$ cat src/rtl/alu_ctrl_pkg.sv
// ----------------------------------------------------------------------------
// alu_ctrl_pkg
// Shared funct codes, result-mux encodings, FSM states and funct classifier
// for the ALU control sequencer.
// Revision: 1.0
// ----------------------------------------------------------------------------
`default_nettype none

package alu_ctrl_pkg;

  // R-type funct codes
  localparam logic [5:0] FN_AND   = 6'd36;
  localparam logic [5:0] FN_OR    = 6'd37;
  localparam logic [5:0] FN_ADD   = 6'd32;
  localparam logic [5:0] FN_SUB   = 6'd34;
  localparam logic [5:0] FN_SLT   = 6'd42;
  localparam logic [5:0] FN_SLL   = 6'd0;
  localparam logic [5:0] FN_SRL   = 6'd2;
  localparam logic [5:0] FN_MULTU = 6'd25;
  localparam logic [5:0] FN_DIVU  = 6'd27;
  localparam logic [5:0] FN_MFHI  = 6'd16;
  localparam logic [5:0] FN_MFLO  = 6'd18;

  // Result mux select (2'b11 reserved)
  localparam logic [1:0] WB_ALU  = 2'b00;
  localparam logic [1:0] WB_SHT  = 2'b01;
  localparam logic [1:0] WB_HILO = 2'b10;

  typedef enum logic [1:0] {
    ST_IDLE = 2'd0,
    ST_RUN  = 2'd1,
    ST_WB   = 2'd2
  } state_t;

  typedef enum logic [1:0] {
    CLS_ALU  = 2'd0,
    CLS_SHT  = 2'd1,
    CLS_MDU  = 2'd2,
    CLS_HILO = 2'd3
  } fclass_t;

  // Unknown funct codes fall through to the ALU class.
  function automatic fclass_t classify(input logic [5:0] f);
    case (f)
      FN_AND, FN_OR, FN_ADD, FN_SUB, FN_SLT: return CLS_ALU;
      FN_SLL, FN_SRL:                        return CLS_SHT;
      FN_MULTU, FN_DIVU:                     return CLS_MDU;
      FN_MFHI, FN_MFLO:                      return CLS_HILO;
      default:                               return CLS_ALU;
    endcase
  endfunction

endpackage

`default_nettype wire

$ cat src/rtl/mdu_cycle_counter.sv
// ----------------------------------------------------------------------------
// mdu_cycle_counter
// Loadable down-counter timing an MDU operation; saturates at zero.
// Revision: 1.0
// ----------------------------------------------------------------------------
`default_nettype none

module mdu_cycle_counter #(
  parameter int CNT_W = 6
) (
  input  logic             clk,
  input  logic             rst_n,
  input  logic             clr,
  input  logic             load,
  input  logic [CNT_W-1:0] load_val,
  input  logic             dec,
  output logic [CNT_W-1:0] count,
  output logic             zero
);

  // Clear beats load beats decrement; decrement stops at zero.
  always_ff @(posedge clk) begin
    if (!rst_n || clr) begin
      count <= '0;
    end else if (load) begin
      count <= load_val;
    end else if (dec && (count != '0)) begin
      count <= count - CNT_W'(1);
    end
  end

  assign zero = (count == '0);

endmodule

`default_nettype wire

$ cat src/rtl/alu_control_seq.sv
// ----------------------------------------------------------------------------
// alu_control_seq
// Decodes R-type funct codes to ALU/shifter/MDU/HiLo controls and sequences
// multi-cycle MDU operations with a handshake, flush and HiLo write pulse.
// Revision: 1.0
// ----------------------------------------------------------------------------
`default_nettype none

module alu_control_seq
  import alu_ctrl_pkg::*;
#(
  parameter int DIV_CYCLES = 32,
  parameter int MUL_CYCLES = 32,
  parameter int CNT_W      = 6
) (
  input  logic       clk,
  input  logic       rst_n,
  input  logic       valid_i,
  input  logic [5:0] funct_i,
  input  logic       flush_i,
  output logic       ready_o,
  output logic [5:0] alu_op_o,
  output logic [5:0] sht_op_o,
  output logic [5:0] mdu_op_o,
  output logic [5:0] hilo_op_o,
  output logic [1:0] wb_sel_o,
  output logic       mdu_start_o,
  output logic       hilo_we_o,
  output logic       busy_o,
  output logic       done_o
);

  // Counter preloads are N-1 so WB lands N+1 cycles after acceptance.
  localparam logic [CNT_W-1:0] DIV_LOAD = CNT_W'(DIV_CYCLES - 1);
  localparam logic [CNT_W-1:0] MUL_LOAD = CNT_W'(MUL_CYCLES - 1);

  state_t           state, state_n;
  logic [5:0]       alu_n, sht_n, mdu_n, hilo_n;
  logic [1:0]       wb_n;
  logic             start_n, we_n, busy_n, done_n, ready_n;
  logic             cnt_clr, cnt_load, cnt_dec, cnt_zero;
  logic [CNT_W-1:0] cnt_load_val;
  logic [CNT_W-1:0] cnt_val;

  mdu_cycle_counter #(.CNT_W(CNT_W)) u_cnt (
    .clk      (clk),
    .rst_n    (rst_n),
    .clr      (cnt_clr),
    .load     (cnt_load),
    .load_val (cnt_load_val),
    .dec      (cnt_dec),
    .count    (cnt_val),
    .zero     (cnt_zero)
  );

  // Next-state and next-output decode; op outputs hold unless updated.
  always_comb begin
    state_n      = state;
    alu_n        = alu_op_o;
    sht_n        = sht_op_o;
    mdu_n        = mdu_op_o;
    hilo_n       = hilo_op_o;
    wb_n         = wb_sel_o;
    start_n      = 1'b0;
    we_n         = 1'b0;
    done_n       = 1'b0;
    busy_n       = busy_o;
    cnt_clr      = 1'b0;
    cnt_load     = 1'b0;
    cnt_dec      = 1'b0;
    cnt_load_val = '0;

    case (state)
      ST_IDLE: begin
        // Flush has no effect here; a valid instruction is still accepted.
        if (valid_i) begin
          case (classify(funct_i))
            CLS_SHT: begin
              sht_n = funct_i;
              wb_n  = WB_SHT;
            end
            CLS_HILO: begin
              hilo_n = funct_i;
              wb_n   = WB_HILO;
            end
            CLS_MDU: begin
              mdu_n        = funct_i;
              start_n      = 1'b1;
              busy_n       = 1'b1;
              cnt_load     = 1'b1;
              cnt_load_val = (funct_i == FN_DIVU) ? DIV_LOAD : MUL_LOAD;
              state_n      = ST_RUN;
            end
            default: begin
              alu_n = funct_i;
              wb_n  = WB_ALU;
            end
          endcase
        end
      end
      ST_RUN: begin
        if (flush_i) begin
          state_n = ST_IDLE;
          busy_n  = 1'b0;
          cnt_clr = 1'b1;
        end else if (cnt_zero) begin
          state_n = ST_WB;
          we_n    = 1'b1;
          done_n  = 1'b1;
        end else begin
          cnt_dec = 1'b1;
        end
      end
      ST_WB: begin
        // The write pulse is already visible; leave regardless of flush.
        state_n = ST_IDLE;
        busy_n  = 1'b0;
        cnt_clr = 1'b1;
      end
      default: begin
        state_n = ST_IDLE;
        busy_n  = 1'b0;
        cnt_clr = 1'b1;
      end
    endcase

    ready_n = (state_n == ST_IDLE);
  end

  // State and registered outputs.
  always_ff @(posedge clk) begin
    if (!rst_n) begin
      state       <= ST_IDLE;
      alu_op_o    <= '0;
      sht_op_o    <= '0;
      mdu_op_o    <= '0;
      hilo_op_o   <= '0;
      wb_sel_o    <= WB_ALU;
      mdu_start_o <= 1'b0;
      hilo_we_o   <= 1'b0;
      busy_o      <= 1'b0;
      done_o      <= 1'b0;
      ready_o     <= 1'b1;
    end else begin
      state       <= state_n;
      alu_op_o    <= alu_n;
      sht_op_o    <= sht_n;
      mdu_op_o    <= mdu_n;
      hilo_op_o   <= hilo_n;
      wb_sel_o    <= wb_n;
      mdu_start_o <= start_n;
      hilo_we_o   <= we_n;
      busy_o      <= busy_n;
      done_o      <= done_n;
      ready_o     <= ready_n;
    end
  end

endmodule

`default_nettype wire

$ cat config.mk
export PLATFORM = sky130hd
export DESIGN_NAME = alu_control_seq
export DESIGN_NICKNAME = d
export VERILOG_FILES = /design/src/rtl/alu_ctrl_pkg.sv /design/src/rtl/mdu_cycle_counter.sv /design/src/rtl/alu_control_seq.sv
export SDC_FILE = /design/constraint.sdc
export NUM_CORES = 1
export LEC_CHECK = 0
export BUFFER_PORTS_ARGS = -buffer_cell sky130_fd_sc_hd__buf_2
export CORE_ASPECT_RATIO = 2
export CORE_MARGIN = 2
export CORE_UTILIZATION = 30
export DETAILED_ROUTE_END_ITERATION = 10
export PLACE_DENSITY_LB_ADDON = 0.05
export SYNTH_ARGS = -nofsm -noshare
export SYNTH_HDL_FRONTEND = slang
export SYNTH_SLANG_ARGS = --single-unit
$ cat constraint.sdc
create_clock -name clk -period 1.73 [get_ports clk]
set_clock_uncertainty 0.15 [all_clocks]
set_input_delay 0.173 -clock clk [delete_from_list [all_inputs] [get_ports clk]]
set_output_delay 0.173 -clock clk [all_outputs]
set_load 0.01 [all_outputs]
* Word-level counts from Yosys, hierarchy flattened
Cells that the tools add are included.
Operators by class: reductions and logical operators 20, equal/unequal tests 12, bitwise operators 4, add/sub/neg operators 1, mux-type cells 27
Operator list (count):
- equality test 6 x 5 -> 1 bit (second input constant) | 4
- AND reduction 3 bit | 6
- 2-to-1 mux 5 bit | 3
- zero test 6 bit | 2
- 2-to-1 mux 2 bit | 6
- 2-to-1 mux 6 bit | 2
- case mux 2 bit (3 select lines) | 2
- 2-to-1 mux 1 bit | 11
- equality test 6 x 2 -> 1 bit (second input constant) | 1
- nonzero test 6 bit | 1
- OR reduction 2 bit | 3
- OR reduction 3 bit | 2
- subtractor 6 x 1 -> 6 bit (second input constant) | 1
- equality test 2 x 1 -> 1 bit (second input constant) | 2
- equality test 2 bit (second input constant) | 2
- zero test 2 bit | 2
- inequality test 2 bit (second input constant) | 2
- inverter 1 bit | 4
- case mux 1 bit (2 select lines) | 2
- case mux 2 bit (2 select lines) | 1
- inequality test 2 x 1 -> 1 bit (second input constant) | 1
- nonzero test 2 bit | 1
- logical AND 1 bit | 1
- zero test 1 bit | 1
- logical OR 1 bit | 1
Storage, ports and cells: bits in registers 38

* Longest topological paths before layout
Gate-level depths: netlist of run 1.
word-level depth 10, mapped depth 6, mapped depth without buffers 6

* Modules after synthesis
Synthesis of run 1 repeated with hierarchy kept, for this count alone.
Unflattened totals: cell total of the unflattened synthesis 154, area total of the unflattened synthesis 1515.2 um^2
Modules (own cells, without submodules):
- alu_control_seq | instances 1, area each 1126.1 um^2, cells each 109
- mdu_cycle_counter | instances 1, area each 389.1 um^2, cells each 45

* Worst setup path after synthesis of run 1
Ideal clock, no wire load.
kind reg-to-reg, start register u_cnt.count[0], end register u_cnt.count[2], stages on the path, launching flop included 7, arrival time 1.512 ns, setup slack -0.062 ns, clock period less this slack 1.792 ns, data required time 1.450 ns, cell sequence dfxtp_1 > inv_1 > ha_1 > or4b_4 > o21a_4 > a211oi_1 > a311oi_1
Between the ends: longest elaborated chain between the ends 6, elaborated cells between the ends (all ways) 10, those cells by class add/sub (1); mux (5); reduce/logical (4)
RTL lines:
- start, declared | line mdu_cycle_counter.sv:17 | output logic [CNT_W-1:0] count,
- start signal, assigned | line mdu_cycle_counter.sv:26 | count <= load_val;
- start signal, assigned | line mdu_cycle_counter.sv:28 | count <= count - CNT_W'(1);
- parallel branches: the longest is 6 deep, another holds subtractor 6 x 1 -> 6 bit
Several ways; the timed one is not identified. The select of a mux whose other input is x is not followed. A chain may end at the register's enable or synchronous reset.

* Worst setup path after layout of run 1
start register u_cnt.count[1], end register u_cnt.count[2]
The elaborated chain is that of the path after synthesis.

==> metrics.md, run 1 <==
| Metric | Value |
|---|---|
| Run status | complete, but fails checks |
| Failing checks | negative setup slack |
| Gate power share | 0.075 |
| Sequential-to-total area share from yosys stat | 0.5433 |
| First-pass GRT wire length | 5.858 mm |
| IO Pins | 41 |
| Xor and xnor area share after synthesis | 0.01251 |
| Worst Tran Pin Value | 0.4163 ns |
| Post-synth top cells | dfxtp_1, nor2_1, a21oi_1, nand2_1, and3_1 |
| Cells after Synth | 137 |
| Final hold slack | 0.01923 ns |
| Mapped Area | 0.001400 mm² |
| Crit path from | u_cnt.count[1] |
| Reg-to-reg slack, setup | -0.04 ns |
| Crit path depth | 6 |
| Worst-Skew Late Latency | 0.29 ns |
| CP max FO | 7 |
| TritonCTS Buffers | 5 |
| CP Cell Sequence | inv_2, ha_4, or4b_4, o21a_4, a211oi_2, a311oi_1 |
| Vias/cell | 4.859 |
| Routed WL per cell | 14.30 µm |
| Critical R2R Launch | u_cnt.count[1] |
| Largest area contributor in the netlist | dfxtp_1 |
| Final Slew Violations | 0 |
| CP max stage delay | 0.49 ns |
| Worst setup EP type | register |
| Initial antenna violation count | 0 |
| Worst Hold Class | primary input to register |
| P_sw | 0.3875 mW |
| ANT cells | 0 |
| Post-synthesis mux area share | 0.01430 |
| DRC violations left | 0 |
| IO Port Bufs | 40 |
| Peak VDD IR | 0.4443 mV |
| Fin. Hold Viols | 0 |
| Initial Util | 0.3074 |
| Post-Synth Adder-Cell Area | 0.01787 |
| CTS clk-pin slew, worst paths | 0.08 ns |
| Slowest cell on crit path | or4b_4 |
| Fmax | 563.5 MHz |
| Vias in the first global route | 1234 |
| Pwr dens | 839.9 mW/mm² |
| Max Root-Sink Buffers | 2 |
| Die Height | 100.6 µm |
| Final setup fails | 4 |
| Congestion Overflow GR | 0 |
| Initial DRT Pass Iterations | 4 |
| Row count | 35 |
| Required time of the critical path | 1.74 ns |
| Async SR Flop Fraction | 0 |
| Nets | 211 |
| Clock share of power | 0.382 |
| Yosys warnings | 0 |
| TritonCTS clock tree | yes |
| Synth-to-layout area growth | 40.30% |
| DP HPWL | 2.722 mm |
| Fin worst setup slack | -0.04470 ns |
| Reg-to-reg endpoint | u_cnt.count[2] |
| Post-synth top area share | 0.5433 |
| Largest net degree at the start of global routing | 16 |
| Endpoint of the worst setup timing path | u_cnt.count[2] |
| Yosys reg bits | 38 |
| Main area contributors after synthesis | dfxtp_1, nor2_1, and3_1, a21oi_1, and2_1 |
| Vias | 1239 |
| Bufs and invs on worst path | 1 |
| DRT antenna net count | 0 |
| Die ar. | 0.005262 mm² |
| Count leader, synth | dfxtp_1 |
| Die W | 52.31 µm |
| Headroom to the max-slew limit | 0.7221 |
| Total GRT Usage | 0.1495 |
| Worst R2R Path Depth | 6 |
| Area after DPL | 0.001774 mm² |
| Hold_sp | funct_i[2] |
| Post-synth EDFFs | 0 |
| Core ar. | 0.004554 mm² |
| Tcrit/Tclk final | 1.026 |
| Fin area | 0.001964 mm² |
| P_int | 1.262 mW |
| Crit path kind | register to register |
| Clk sinks | 38 |
| Post-Syn Nets | 149 |
| Synth Area per Inst | 10.22 µm² |
| CP Launch Type | register |
| Layout cell share with drive strength beyond 1 | 0.4350 |
| Sw frac | 0.2349 |
| H-Tree Depth | 2 |
| CTS root buf | clkbuf_8 |
| Sequential Power Share | 0.543 |
| Max_cap viols | 0 |
| CP arrival | 1.79 ns |
| Simple-gate portion of the synthesized area | 0.2395 |
| Min cycle time layout | 1.775 ns |
| Cell class contributing the biggest share of worst-path delay | simple AND/OR/NAND/NOR gates |
| Synth Area in Compound Gates | 0.1475 |
| Total wire length | 3.647 mm |
| Synth unique cells | 37 |
| Most used DFF post-synth | dfxtp_1 |
| Drt initial violations | 12 |
| RSZ-0062 raised after global routing | true |
| Leakage | 0.8928 nW |
| Largest family of logic cells by synthesized area | simple AND/OR/NAND/NOR gates |
| RePlAce Congestion | 0.7536 |
## area by class of cell
| type | instances | area (µm²) |
|---|---|---|
| clock buffers | 6 | 82.58 |
| clock inverters | 2 | 12.51 |
| fillers | 487 | 2590 |
| inverters | 4 | 15.01 |
| multi-input cells | 91 | 676.9 |
| flip-flops and latches | 38 | 763.2 |
| well taps | 55 | 68.82 |
| repair buffers | 59 | 345.3 |
## stage by stage
step	total power, mW	std cells	TNS (ns)	utilization	worst slack, ns
after global placement	1.028	242	-0.05809	0.3896	-0.01320
after CTS	1.671	253	-0.04806	0.4181	-0.02001
after global routing	1.713	255	-0.4282	0.4313	-0.09253
final	1.650	255	-0.06260	0.4313	-0.04470
after floorplan	0.9696	137	0	-	0.01412
after detailed placement	1.031	242	-0.2418	0.3896	-0.04751
## routing by layer
layer,GRT usage,vias up,wire length (µm)
li1,-,612,-
met1,0.1538,590,1371
met5,0,-,0
met3,0.03116,8,127
met2,0.2712,29,2049
met4,0.07495,0,99
## flip-flops by register name, summed over array words and instances, names as in the netlist
signal       count
alu_op_o         6
busy_o           1
done_o           1
hilo_op_o        6
mdu_op_o         6
mdu_start_o      1
ready_o          1
sht_op_o         6
state            2
u_cnt.count      6
wb_sel_o         2
## cells in the final DEF (no fill, tap or decap), drive strengths merged
cell / Yosys / layout
a211oi: 4 / 4
a21boi: 1 / 1
a21oi: 8 / 8
a311oi: 1 / 1
a31oi: 1 / 1
and2: 6 / 6
and3: 7 / 7
and4bb: 1 / 1
buf: 2 / 58
clkbuf: 2 / 6
clkinv: 0 / 1
clkinvlp: 0 / 1
dfxtp: 38 / 38
dlygate4sd3: 0 / 1
ha: 2 / 2
inv: 4 / 4
mux2i: 2 / 2
nand2: 8 / 8
nand2b: 1 / 1
nand3: 3 / 3
nand4: 1 / 1
nor2: 15 / 15
nor2b: 1 / 1
nor3: 4 / 4
nor3b: 2 / 2
nor4: 3 / 3
o211ai: 1 / 1
o21a: 3 / 3
o21ai: 5 / 5
o221a: 3 / 3
o31ai: 1 / 1
or3b: 2 / 2
or4: 2 / 2
or4b: 1 / 1
xor2: 2 / 2
## worst reg2reg max path: stages (launching register included)
cell	delay, ns
dfxtp_2	0.32
inv_2	0.07
ha_4	0.13
or4b_4	0.49
o21a_4	0.25
a211oi_2	0.18
a311oi_1	0.06
## timing repair
| action | 4_1_cts | 5_1_grt |
|---|---|---|
| resized for setup | 2 | 7 |
| hold buffers | 1 | 0 |
| hold endpoints to repair | 1 | 0 |
| pin swaps | 1 | 0 |
| setup endpoints to repair | 10 | 8 |
| buffers inserted | 2 | 2 |
## how the worst min path moves through the flow
stage / to / slack (ns) / cells after the start
5_1_grt: alu_op_o[5] / 0.04 / 3
2_1_floorplan: mdu_op_o[1] / 0.16 / 2
4_1_cts: alu_op_o[5] / 0.01 / 3
6_report: alu_op_o[2] / 0.02 / 3
3_5_place_dp: hilo_op_o[4] / 0.29 / 2
3_3_place_gp: hilo_op_o[4] / 0.28 / 2
## power by group through the flow
stage               sequential (mW)  clock, mW  combinational, mW
floorplan                     0.922          0             0.0478
global placement              0.916          0              0.113
detailed placement            0.916          0              0.114
CTS                           0.896      0.654              0.120
global route                  0.898      0.679              0.137
finish                        0.896      0.631              0.123
## kinds of logic after synthesis
logic type      after synthesis
mux                           2
flops                        38
simple gates                 57
compound gates               28
fa+ha+maj                     2
xor+xnor                      2
buf+inv                       8
Power figures use the tool's default switching activity.
==> run 2, diff against run 1 <==
--- a/config.mk
+++ b/config.mk
@@ -6,9 +6,8 @@
 export NUM_CORES = 1
 export LEC_CHECK = 0
 export BUFFER_PORTS_ARGS = -buffer_cell sky130_fd_sc_hd__buf_2
-export CORE_ASPECT_RATIO = 2
-export CORE_MARGIN = 2
-export CORE_UTILIZATION = 30
+export CORE_MARGIN = 5
+export CORE_UTILIZATION = 35
 export DETAILED_ROUTE_END_ITERATION = 10
 export PLACE_DENSITY_LB_ADDON = 0.05
 export SYNTH_ARGS = -nofsm -noshare
==> run 2 against run 1 <==
The flow still finishes with violations (negative setup slack). Worst hold slack lost 0.0090 ns. Total power fell by 1.4%. Clock power down 3%. Routed wire length fell by 8.3%.
==> metrics.md, run 2 (synthesized netlist as in run 1, its figures left out) <==
| Metric | Value |
|---|---|
| Run status | complete, but fails checks |
| Failing checks | negative setup slack |
| Synth-to-layout area growth | 35.84% |
| RePlAce Congestion | 0.7317 (-2.9%) |
| Die ar. | 0.005365 mm² (+1.9%) |
| Area after DPL | 0.001760 mm² (-0.78%) |
| Final hold slack | 0.01024 ns (-0.008990 ns) |
| Worst setup EP type | register |
| Largest net degree at the start of global routing | 16 (unchanged) |
| Clock share of power | 0.378 (-0.004) |
| First-pass GRT wire length | 5.395 mm (-7.9%) |
| CP max FO | 3 (-4) |
| H-Tree Depth | 2 (unchanged) |
| Fin area | 0.001902 mm² (-3.2%) |
| P_int | 1.262 mW (about the same) |
| Clk sinks | 38 (unchanged) |
| Routed WL per cell | 13.49 µm (-5.7%) |
| Die Height | 73.25 µm (-27%) |
| Worst Hold Class | primary input to register |
| Total wire length | 3.345 mm (-8.3%) |
| DRC violations left | 0 (unchanged) |
| Die W | 73.25 µm (+40%) |
| Min cycle time layout | 1.791 ns (+0.01594 ns) |
| Vias | 1205 (-2.7%) |
| DP HPWL | 2.485 mm (-8.7%) |
| Leakage | 0.8728 nW (-2.2%) |
| Crit path kind | register to register |
| Drt initial violations | 61 (+49) |
| Commonest cells after routing, fill and taps aside | buf_2, dfxtp_1, buf_4 |
| CTS root buf | clkbuf_8 |
| Sequential Power Share | 0.551 (+0.008) |
| Headroom to the max-slew limit | 0.6409 (-0.08119) |
| IO Port Bufs | 40 (unchanged) |
| Initial antenna violation count | 0 (unchanged) |
| Layout cell share with drive strength beyond 1 | 0.4141 (-0.02086) |
| Final core occ | 0.4824 (+0.05107) |
| Total GRT Usage | 0.1333 (-0.01621) |
| Peak VDD IR | 0.3856 mV (-13%) |
| Required time of the critical path | 1.75 ns (about the same) |
| Vias/cell | 4.859 (about the same) |
| Worst-Skew Late Latency | 0.29 ns (about the same) |
| RSZ-0062 raised after global routing | true |
| Vias in the first global route | 1214 (-1.6%) |
| TritonCTS Buffers | 5 (unchanged) |
| Core ar. | 0.003943 mm² (-13%) |
| Reg area | 763.2 µm² (unchanged) |
| Final setup fails | 4 (unchanged) |
| Gate power share | 0.072 (-0.003) |
| Fmax | 558.5 MHz (-0.89%) |
| Nets | 209 (-0.95%) |
| Initial DRT Pass Iterations | 4 (unchanged) |
| Congestion Overflow GR | 0 (unchanged) |
| Max Root-Sink Buffers | 2 (unchanged) |
| Fin. Hold Viols | 0 (unchanged) |
| Most common cell after layout, fill and taps aside | buf_2 |
| CP arrival | 1.82 ns (+0.03 ns) |
| Pwr dens | 855.7 mW/mm² (+1.9%) |
| CP Launch Type | register |
| ANT cells | 0 (unchanged) |
| Fill cell count | 405 (-17%) |
| Fin worst setup slack | -0.06064 ns (-0.01594 ns) |
| CTS clk-pin slew, worst paths | 0.07 ns (about the same) |
| DRT antenna net count | 0 (unchanged) |
| Tcrit/Tclk final | 1.035 (+0.009212) |
| Worst Tran Pin Value | 0.5337 ns (+0.1174 ns) |
| Max_cap viols | 0 (unchanged) |
| P_sw | 0.3654 mW (-5.7%) |
| Initial Util | 0.3551 (+0.04771) |
| IO Pins | 41 (unchanged) |
| Sw frac | 0.2245 (-0.01035) |
| Multi-input logic area | 639.4 µm² (-5.5%) |
| Final Slew Violations | 0 (unchanged) |
| Row count | 23 (-34%) |
| TritonCTS clock tree | yes |
[run 2: timing repair]
item,CTS,global route
buffers inserted,3,0
hold buffers,1,0
setup endpoints to repair,5,21
pin swaps,1,3
hold endpoints to repair,1,0
gates resized for setup,0,5
[run 2: routing by layer]
metal / vias to the layer above / track usage / part of all wire
met2: 32 / 0.2115 / 0.46
li1: 611 / - / -
met5: - / 0 / 0
met3: 5 / 0.05647 / 0.076
met1: 557 / 0.1572 / 0.45
met4: 0 / 0.05533 / 0.013
[run 2: area by class of cell]
| cell class | instances | area share |
|---|---|---|
| clock buffer | 7 | 0.04539 |
| clock inverter | 1 | 0.002632 |
| inverter | 4 | 0.007895 |
| multi-input combinational | 91 | 0.3362 |
| sequential | 38 | 0.4013 |
| tap | 50 | 0.03289 |
| timing repair buffer | 57 | 0.1737 |
[run 2: per-stage QoR]
stage | instances | setup TNS (ns) | setup WS (ns) | power [mW]
after global routing | 248 | -0.3925 | -0.09697 | 1.699
final | 248 | -0.1023 | -0.06064 | 1.627
after detailed placement | 236 | -0.1022 | -0.04277 | 1.028
after CTS | 248 | -0.04164 | -0.01716 | 1.650
after floorplan | 137 | 0 | 0.01412 | 0.9696
after global placement | 236 | 0 | 0.0003763 | 1.025
[run 2: final timing paths]
kind,slack [ns],startpoint,depth (start not counted),end
setup / recovery,-0.06,u_cnt.count[1],6,u_cnt.count[3]
hold / removal,0.01,funct_i[5],3,alu_op_o[5]
setup reg to reg,-0.06,u_cnt.count[1],6,u_cnt.count[3]
hold reg to reg,0.30,sht_op_o[4],1,sht_op_o[4]
[run 2: critical path, cell delays in order, from the launching register on]
cell and delay (ns):
dfxtp_2 0.32, inv_2 0.08, ha_4 0.13, or4b_4 0.48, o211ai_2 0.23, xor2_1 0.20
a21oi_1 0.09
[run 2: power by group through the flow]
| stage | registers (mW) | clock network (mW) | logic [mW] |
|---|---|---|---|
| after floorplan | 0.922 | 0 | 0.0478 |
| after global placement | 0.916 | 0 | 0.110 |
| after detailed placement | 0.916 | 0 | 0.112 |
| after CTS | 0.896 | 0.639 | 0.115 |
| after global routing | 0.897 | 0.672 | 0.130 |
| final | 0.896 | 0.615 | 0.116 |
==> run 3, diff against run 2 <==
--- a/config.mk
+++ b/config.mk
@@ -10,6 +10,8 @@
 export CORE_UTILIZATION = 35
 export DETAILED_ROUTE_END_ITERATION = 10
 export PLACE_DENSITY_LB_ADDON = 0.05
+export SKIP_CTS_REPAIR_TIMING = 1
 export SYNTH_ARGS = -nofsm -noshare
 export SYNTH_HDL_FRONTEND = slang
+export SYNTH_HIERARCHICAL = 1
 export SYNTH_SLANG_ARGS = --single-unit
==> run 3 against run 2 <==
The flow still finishes with violations (negative setup slack). Setup slack worse by 0.18 ns. Register-to-register slack worse by 0.18 ns. Flip-flop and latch count stayed put. Sequential share of layout area is 4.5 points lower. Clock-buffer cell count is 2 lower. Synthesized cell count is 12% higher.
==> metrics.md, run 3 <==
| Metric | Value |
|---|---|
| Async SR Flop Fraction | 0 (unchanged) |
| Reg-to-reg endpoint | u_cnt/count[3] |
| Dpl ws | -0.2241 ns (-0.1813 ns) |
| H-Tree Depth | 2 (unchanged) |
| Worst Hold Class | primary input to register |
| CP max FO | 3 (unchanged) |
| RePlAce Congestion | 0.7521 (+2.8%) |
| Die Height | 75.80 µm (+3.5%) |
| ANT cells | 0 (unchanged) |
| Required time of the critical path | 1.79 ns (+0.04 ns) |
| Critical R2R Launch | u_cnt/count[0] |
| DRC violations left | 0 (unchanged) |
| Post-synth EDFFs | 0 (unchanged) |
| Leakage | 1.048 nW (+20%) |
| Sequential-to-total area share from yosys stat | 0.5021 (-0.04128) |
| Largest net degree at the start of global routing | 19 (+3) |
| DP HPWL | 2.694 mm (+8.4%) |
| Die W | 75.80 µm (+3.5%) |
| P_int | 1.529 mW (+21%) |
| Clk sinks | 38 (unchanged) |
| Gate power share | 0.071 (about the same) |
| Row count | 24 (+4.3%) |
| TritonCTS clock tree | yes |
| Mapped Area | 0.001515 mm² (+8.2%) |
| Synth unique cells | 44 (+19%) |
| First-pass GRT wire length | 5.658 mm (+4.9%) |
| Reg-to-reg slack, setup | -0.24 ns (-0.18 ns) |
| Vias | 1275 (+5.8%) |
| Most common cell after layout, fill and taps aside | buf_2 |
| Die ar. | 0.005745 mm² (+7.1%) |
| Min cycle time layout | 1.966 ns (+0.1756 ns) |
| Count leader, synth | dfxtp_1 |
| Main area contributors after synthesis | dfxtp_1, mux2i_1, and3_1, nand2_1, o21a_1 |
| CTS clk-pin slew, worst paths | 0.08 ns (about the same) |
| Crit path kind | register to register |
| CP Cell Sequence | inv_2, ha_4, nor2b_4, and2_4, nor2_4, or4b_4, a211oi_2, a21oi_1, o31ai_2 |
| Pwr dens | 899.3 mW/mm² (+5.1%) |
| CP arrival | 2.02 ns (+0.20 ns) |
| Initial DRT Pass Iterations | 5 (+1) |
| Final setup fails | 5 (+1) |
| Slowest cell on crit path | or4b_4 |
| Congestion Overflow GR | 0 (unchanged) |
| IO Pins | 41 (unchanged) |
| Worst setup EP type | register |
| Post-synth top cells | dfxtp_1, nand2_1, and3_1 |
| Total wire length | 3.547 mm (+6.0%) |
| Setup_tns | -0.6826 ns (-0.5804 ns) |
| Clock share of power | 0.466 (+0.088) |
| P_sw | 0.4021 mW (+10%) |
| Tcrit/Tclk final | 1.137 (+0.1015) |
| Yosys warnings | 6 (+6) |
| Fill cell count | 409 (+0.99%) |
| Finished Layout Cells | 275 (+11%) |
| Cells after Synth | 154 (+12%) |
| Multi-input logic area | 740.7 µm² (+16%) |
| Vias/cell | 4.636 (-4.6%) |
| Largest area contributor in the netlist | dfxtp_1 |
| TritonCTS Buffers | 5 (unchanged) |
| Nets | 234 (+12%) |
| PnR Total Power | 1.931 mW (+19%) |
| Total GRT Usage | 0.1296 (-0.003695) |
| Worst R2R Path Depth | 9 (+3) |
| Vias in the first global route | 1270 (+4.6%) |
| Max_cap viols | 0 (unchanged) |
| Worst-Skew Late Latency | 0.28 ns (about the same) |
| Reg area | 764.5 µm² (+0.16%) |
| DRT antenna net count | 0 (unchanged) |
| Fin worst setup slack | -0.2362 ns (-0.1756 ns) |
| Area after DPL | 0.001982 mm² (+13%) |
| Hold_sp | funct_i[4] |
| Fin area | 0.002147 mm² (+13%) |
| Drt initial violations | 41 (-33%) |
| Sequential Power Share | 0.463 (-0.088) |
| Initial Util | 0.3553 (about the same) |
| CP max stage delay | 0.47 ns (about the same) |
| Layout cell share with drive strength beyond 1 | 0.4439 (+0.02980) |
| Fin. Hold Viols | 0 (unchanged) |
| Initial antenna violation count | 0 (unchanged) |
| Run status | complete, but fails checks |
| Worst hold path stage count | 3 (unchanged) |
| CTS root buf | clkbuf_8 |
| Commonest cells after routing, fill and taps aside | buf_2, dfxtp_1, buf_4 |
| Most used DFF post-synth | dfxtp_1 |
| Hold Path End | alu_op_o[4] |
| Routed WL per cell | 12.90 µm (-4.4%) |
| Post-Syn Nets | 166 (+11%) |
| CP Launch Type | register |
| DP Cell Count | 265 (+12%) |
| Max Root-Sink Buffers | 2 (unchanged) |
| Peak VDD IR | 0.6249 mV (+62%) |
| Core ar. | 0.004264 mm² (+8.2%) |
| Synth-to-layout area growth | 41.70% |
| Failing checks | negative setup slack |
| Yosys reg bits | 38 (unchanged) |
| IO Port Bufs | 40 (unchanged) |
| Fmax | 508.6 MHz (-8.9%) |
| Synth Area per Inst | 9.839 µm² (-3.7%) |
| Sw frac | 0.2083 (-0.01623) |
| Final Slew Violations | 0 (unchanged) |
| RSZ-0062 raised after global routing | true |
| Post-synth top area share | 0.5021 (-0.04128) |
==> run 3: cell families (layout without fill, tap and decap cells) <==
kind of cell / after synthesis / count (layout) / share of synthesized area
adders and majority gates: 2 / 2 / 0.01651
other: 1 / 1 / 0.002475
xor gates and xnor gates: 1 / 1 / 0.005781
DFF: 38 / 38 / 0.5021
buffers and inverters: 14 / 83 / 0.03716
and+or+nand+nor: 60 / 60 / 0.2263
muxes: 9 / 9 / 0.05946
AOI/OAI and AO/OA: 29 / 29 / 0.1503
==> run 3: per-stage QoR <==
step,util,hold WS [ns]
after global routing,0.5035,0.02542
after detailed placement,0.4648,0.2933
after CTS,0.4971,-0.01278
final,0.5035,0.005684
after floorplan,-,0.1534
after global placement,0.4648,0.2921
==> run 3: metal layers <==
metal | GRT usage | vias up | wire length [µm]
met1 | 0.1596 | 581 | 1631
li1 | - | 670 | -
met4 | 0.06019 | 0 | 15
met2 | 0.2015 | 22 | 1759
met3 | 0.04617 | 2 | 141
met5 | 0 | - | 0
==> run 3: power groups by stage <==
stage          clock (mW)  sequential [mW]  combinational, mW
2_1_floorplan           0            0.921             0.0658
3_3_place_gp            0            0.914              0.133
3_5_place_dp            0            0.915              0.135
4_1_cts             0.927            0.894              0.136
5_1_grt             0.951            0.896              0.152
6_report            0.900            0.894              0.136
==> run 3: worst max-delay path by stage <==
stage	startpoint	to	slack, ns	cells past startpoint
floorplan	u_cnt/count[0]	u_cnt/count[3]	-0.21	9
global placement	u_cnt/count[0]	u_cnt/count[3]	-0.19	9
detailed placement	u_cnt/count[0]	u_cnt/count[3]	-0.22	9
CTS	u_cnt/count[0]	u_cnt/count[3]	-0.24	9
global route	u_cnt/count[0]	u_cnt/count[3]	-0.34	9
finish	u_cnt/count[0]	u_cnt/count[3]	-0.24	9
==> run 3: final cells by class <==
cell class / count / area share
flip-flops and latches: 38 / 0.3561
multi-input cells: 102 / 0.3450
repair buffers: 67 / 0.1894
clock buffers: 5 / 0.03205
clock inverters: 3 / 0.03205
well taps: 52 / 0.03030
inverters: 8 / 0.01515
==> run 3: worst max-delay path: cells and delay by family (launching register included) <==
kind / cells / cell delay [ns]
compound gates: 3 / 0.38
flops: 1 / 0.34
fa+ha+maj: 1 / 0.15
simple gates: 4 / 0.82
buf+inv: 1 / 0.05
